**src/rtl/piso_serializer_pkg.sv**
```systemverilog
// piso_serializer_pkg
//   Shared definitions for piso_frame_serializer: the frame FSM state
//   encoding, the fixed start/stop bit lengths and a helper that gives the
//   total frame length in clock cycles.
package piso_serializer_pkg;

  typedef enum logic [2:0] {
    IDLE   = 3'd0,
    START  = 3'd1,
    DATA   = 3'd2,
    PARITY = 3'd3,
    STOP   = 3'd4
  } state_e;

  localparam int START_BIT_CYCLES = 1;
  localparam int STOP_BIT_CYCLES  = 1;

  // Cycles from the first start-bit cycle to the last stop-bit cycle.
  function automatic int frame_length(input int width, input bit parity_en);
    return START_BIT_CYCLES + width + STOP_BIT_CYCLES + (parity_en ? 1 : 0);
  endfunction

endpackage

```
**src/rtl/piso_frame_serializer.sv**
```systemverilog
// piso_frame_serializer
//   Accepts parallel words over a valid/ready handshake and sends each one
//   as a framed serial stream, one bit per clock:
//     start bit (~IDLE_LEVEL), DATA_WIDTH payload bits, [parity], stop bit.
//   Serial_Data_Out is registered and feeds the downstream SISO shift
//   register directly on the same clock.
//
//   Build option: define PISO_FRAME_SERIALIZER_PARITY_EN to insert an even
//   parity bit (XOR of the latched word) between payload and stop bit.
//
//   Ports
//     Clk_In            in   system clock, rising edge
//     Reset_In          in   synchronous active-high reset
//     Parallel_Data_In  in   [DATA_WIDTH] word, sampled only on handshake
//     Data_Valid_In     in   upstream offers a word
//     Data_Ready_Out    out  word can be accepted this cycle (combinational)
//     Serial_Data_Out   out  registered serial line
//     Busy_Out          out  FSM is not IDLE
//     Frame_Done_Out    out  high for the cycle the stop bit is on the line
module piso_frame_serializer
  import piso_serializer_pkg::*;
#(
  parameter int   DATA_WIDTH = 8,
  parameter int   LSB_FIRST  = 1,
  parameter logic IDLE_LEVEL = 1'b1
) (
  input  logic                  Clk_In,
  input  logic                  Reset_In,
  input  logic [DATA_WIDTH-1:0] Parallel_Data_In,
  input  logic                  Data_Valid_In,
  output logic                  Data_Ready_Out,
  output logic                  Serial_Data_Out,
  output logic                  Busy_Out,
  output logic                  Frame_Done_Out
);

  localparam int              CNT_W    = $clog2(DATA_WIDTH);
  localparam logic [CNT_W-1:0] LAST_BIT = CNT_W'(DATA_WIDTH - 1);

  state_e                  state_q;
  logic [CNT_W-1:0]        cnt_q;
  logic [DATA_WIDTH-1:0]   shreg_q;
  logic [DATA_WIDTH-1:0]   shreg_d;
  logic                    data_bit;
  logic                    sdo_q;
  logic                    done_q;
  logic                    xfer;
`ifdef PISO_FRAME_SERIALIZER_PARITY_EN
  logic                    par_q;
`endif

  // STOP may accept the next word so frames run back-to-back, but not while
  // reset is being applied on this edge.
  assign Data_Ready_Out  = (state_q == IDLE) || ((state_q == STOP) && !Reset_In);
  assign xfer            = Data_Valid_In && Data_Ready_Out;
  assign Busy_Out        = (state_q != IDLE);
  assign Serial_Data_Out = sdo_q;
  assign Frame_Done_Out  = done_q;

  // The bit on the outgoing end of the shift register and the shifted value.
  always_comb begin
    if (LSB_FIRST != 0) begin
      data_bit = shreg_q[0];
      shreg_d  = {1'b0, shreg_q[DATA_WIDTH-1:1]};
    end else begin
      data_bit = shreg_q[DATA_WIDTH-1];
      shreg_d  = {shreg_q[DATA_WIDTH-2:0], 1'b0};
    end
  end

  // Outputs are registered from the current state, so the line shows a
  // state's bit during the cycle after that state is entered.
  always_ff @(posedge Clk_In) begin
    if (Reset_In) begin
      state_q <= IDLE;
      sdo_q   <= IDLE_LEVEL;
      done_q  <= 1'b0;
      cnt_q   <= '0;
      shreg_q <= '0;
`ifdef PISO_FRAME_SERIALIZER_PARITY_EN
      par_q   <= 1'b0;
`endif
    end else begin
      done_q <= 1'b0;
      if (xfer) begin
        shreg_q <= Parallel_Data_In;
`ifdef PISO_FRAME_SERIALIZER_PARITY_EN
        par_q   <= ^Parallel_Data_In;
`endif
      end
      case (state_q)
        IDLE: begin
          sdo_q <= IDLE_LEVEL;
          if (xfer) state_q <= START;
        end
        START: begin
          sdo_q   <= ~IDLE_LEVEL;
          cnt_q   <= '0;
          state_q <= DATA;
        end
        DATA: begin
          sdo_q   <= data_bit;
          shreg_q <= shreg_d;
          // Hold the counter on the last bit so it never wraps in a frame.
          if (cnt_q == LAST_BIT) begin
`ifdef PISO_FRAME_SERIALIZER_PARITY_EN
            state_q <= PARITY;
`else
            state_q <= STOP;
`endif
          end else begin
            cnt_q <= cnt_q + 1'b1;
          end
        end
`ifdef PISO_FRAME_SERIALIZER_PARITY_EN
        PARITY: begin
          sdo_q   <= par_q;
          state_q <= STOP;
        end
`endif
        STOP: begin
          sdo_q   <= IDLE_LEVEL;
          done_q  <= 1'b1;
          state_q <= xfer ? START : IDLE;
        end
        default: begin
          sdo_q   <= IDLE_LEVEL;
          state_q <= IDLE;
        end
      endcase
    end
  end

endmodule

```
**config.mk**
```make
export PLATFORM = sky130hd
export DESIGN_NAME = piso_frame_serializer
export DESIGN_NICKNAME = d
export VERILOG_FILES = /design/src/rtl/piso_serializer_pkg.sv /design/src/rtl/piso_frame_serializer.sv
export SDC_FILE = /design/constraint.sdc
export NUM_CORES = 1
export LEC_CHECK = 0
export BUFFER_PORTS_ARGS = -buffer_cell sky130_fd_sc_hd__buf_4
export CELL_PAD_IN_SITES_DETAIL_PLACEMENT = 1
export CELL_PAD_IN_SITES_GLOBAL_PLACEMENT = 1
export CORE_MARGIN = 3
export CORE_UTILIZATION = 35
export CTS_CLUSTER_SIZE = 14
export DETAILED_ROUTE_END_ITERATION = 16
export PLACE_DENSITY_LB_ADDON = 0.1
export REMOVE_ABC_BUFFERS = 1
export SLEW_MARGIN = 20
export SYNTH_ARGS = -nofsm -noshare
export SYNTH_HDL_FRONTEND = slang
export SYNTH_SLANG_ARGS = --single-unit
```
**constraint.sdc**
```tcl
create_clock -name Clk_In -period 3.2 [get_ports Clk_In]
set_input_delay 0.8 -clock Clk_In [delete_from_list [all_inputs] [get_ports Clk_In]]
set_output_delay 0.8 -clock Clk_In [all_outputs]
set_load 0.02 [all_outputs]
```
==> results_dict.tcl <==
set metrics [dict create \
    main_combinational_cell_family_by_area_after_synthesis "simple AND/OR/NAND/NOR gates" \
    fillers 256 \
    reg2reg_setup_slack_ns 1.54 \
    antenna_found_initial 0 \
    power.total_mw 0.4288 \
    drt_first_pass_iters 2 \
    routed_antenna_nets 0 \
    drt-wirelength-per-cell_um 13.29 \
    global_route_total_overflow 0 \
    cp-start-kind "primary input" \
    num_io_pins 15 \
    numPortBuffers 14 \
    postSynthAreaPerCell_um2 8.815 \
    ys_ff_latch 16 \
    tritoncts_clock_tree "built" \
    layout.cells.most_common_list "dfxtp_1, nand2_1, buf_4" \
    worstPathRequired_ns 2.40 \
    syn-cell-area_um2 775.7 \
    cts.repair_timing.setup_buffer_count 0 \
    critical_path_peak_fanout 16 \
    grt_pass1_vias 610 \
    die_width_um 53.08 \
    synth_sequential_area_ratio 0.4129 \
    synth-compound-area-share 0.2435 \
    synth.lib_cells_used.distinct 30 \
    critical_path.max_stage_delay_ns 0.39 \
    core_area_um2 2022 \
    clk_pin_slew_ns 0.10 \
    p_leak_nw 0.3590 \
    die_h_um 53.08 \
    cts_buffers 3 \
    synth-warning-count 0 \
    place.gp.congestion 0.6712 \
    data_arrival_time_of_the_critical_path_ns 1.58 \
    min-delay-start "cnt_q[1]" \
    site_rows 16 \
    drt-vias-per-instance 5.325 \
    track_usage 0.1411 \
    insertedDiodeCount 0 \
    synth_fa_ha_area_frac 0.03226 \
    min-delay-path-class "reg2reg" \
    synthMuxAreaShare 0 \
    final_layout_size_suffix_gt1_frac 0.2121 \
    initial_cell_density_of_the_core 0.3837 \
    synth-simple-area-share 0.2532 \
    yosys.area_share.xor_xnor 0 \
    hold_path_depth 2 \
    drc_violations 0 \
    cts_num_sinks 16 \
    cp-end-kind "primary output" \
    initialDrtViolationCount 5 \
    hold-path-endpoint "cnt_q[1]" \
    grt_max_degree 17 \
    worst_r2r_path_depth 5 \
    critPathKind "in2out" \
    cts_max_path_buffers 2 \
    capturing_point_of_the_worst_reg2reg_path "cnt_q[2]" \
    final.setup.tns_ns 0 \
    cts_hold_repair.buffers 0 \
    relSlewSlack 0.6369 \
    synthesis.instances 88 \
    preCtsSetupSlack_ns 0.8097 \
    report.final.slew_viol_count 0 \
    worst_hold_slack_after_final_layout_ns 0.4848 \
    run_status "complete, no violations" \
    synth_flop_cell "dfxtp_1" \
    max_freq_mhz 420.1 \
    synthToLayoutAreaGrowth_pct 16.77 \
    cts_repair_resize_count 0 \
    grt_first_pass_wirelength_mm 2.891 \
    clkLatencyLatePin_ns 0.28 \
    fin_ws_ns 0.8199 \
    most_common_cell_after_layout_fill_and_taps_aside "dfxtp_1" \
    power-per-cell-area_nw_per_um2 473.3 \
    fin_nets 113 \
    clock_tree.root_cell "clkbuf_4" \
    crit_path_top_delay_cell "a211oi_1" \
    detailroute.via_count 671 \
    wirelength_mm 1.674 \
    worst-slew-pin-transition_ns 0.5411 \
    post-route-util 0.4480 \
    worstSetupStartpoint "Reset_In" \
    rsz0062_at_grt "false" \
    layout_worst_path_cycle_share 0.7438 \
    finalHoldViolCount 0 \
    worst_r2r_startpoint "cnt_q[0]" \
    setup_viol 0 \
    dp_hpwl_mm 1.175 \
    cp_cell_sequence "buf_4 > a211oi_1 > buf_4" \
    die-area_um2 2817 \
    ir_worst_vdd_mv 0.2057 \
    maxCapViolations 0 \
    asyncSetResetFlopFracSynth 0 \
    final_period_minus_worst_setup_slack_ns 2.380 \
    worst_path_most_repeated_cell "buf_4" \
    clock_skews_ns 0.008041 \
    synth-edff-count 0 \
    cts_max_level 1 \
]
[layout make-up]
| type | count | area (µm²) | share of cell area |
|---|---|---|---|
| clock buffers | 4 | 36.28 | 0.04006 |
| multi-input cells | 65 | 410.4 | 0.4530 |
| flip-flops and latches | 16 | 320.3 | 0.3536 |
| well taps | 27 | 33.78 | 0.03729 |
| repair buffers | 14 | 105.1 | 0.1160 |
[metal layers]
layer | GRT usage | routed length [µm] | vias up
met4 | 0.06383 | 18 | 0
li1 | - | - | 338
met5 | 0 | 0 | -
met1 | 0.1726 | 803 | 323
met2 | 0.2376 | 802 | 8
met3 | 0.02535 | 51 | 2
[power breakdown]
part / internal, mW / leakage (nW) / switching, mW
sequential: 0.213 / 0.131 / 0.0119
clock: 0.0692 / 0.0210 / 0.0645
combinational: 0.0347 / 0.207 / 0.0357
total: 0.317 / 0.359 / 0.112
[per-stage QoR]
step                      cells  area, µm²
after global placement      122      869.6
after global routing        126      905.9
after floorplan              81      730.7
after CTS                   126      905.9
final                       126      905.9
after detailed placement    122      869.6
[critical path: cells and delay by family]
| kind | cells | cell delay (ns) |
|---|---|---|
| buffers and inverters | 2 | 0.39 |
| AOI/OAI and AO/OA | 1 | 0.39 |
[synthesized netlist by cell type, types with 2 or more instances]
cell	count	area (µm²)
a211oi_1	2	15.01
a21oi_1	9	45.04
a311oi_1	7	61.31
and2_1	3	18.77
buf_2	2	10.01
buf_4	2	15.01
dfxtp_1	16	320.3
ha_1	2	25.02
nand2_1	15	56.30
nand2b_1	4	25.02
nand3_1	3	15.01
nor3b_1	2	15.01
o21ai_0	4	20.02
[flip-flops by register name (all words and copies together) (netlist names)]
register	flops
shreg_q	8
cnt_q	3
Frame_Done_Out	1
Serial_Data_Out	1
state_q	3
[worst max-delay path by stage]
| stage | end | slack (ns) |
|---|---|---|
| 3_5_place_dp | Data_Ready_Out | 0.81 |
| 3_3_place_gp | Data_Ready_Out | 0.86 |
| 4_1_cts | Data_Ready_Out | 0.81 |
| 5_1_grt | Data_Ready_Out | 0.71 |
| 6_report | Data_Ready_Out | 0.82 |
| 2_1_floorplan | Data_Ready_Out | 0.93 |
[cells by family after synthesis]
kind of cell	count (synthesis)
and+or+nand+nor	35
AOI/OAI and AO/OA	28
DFF	16
buffers and inverters	7
adders and majority gates	2
No activity file was read; power rests on OpenSTA's default activity.
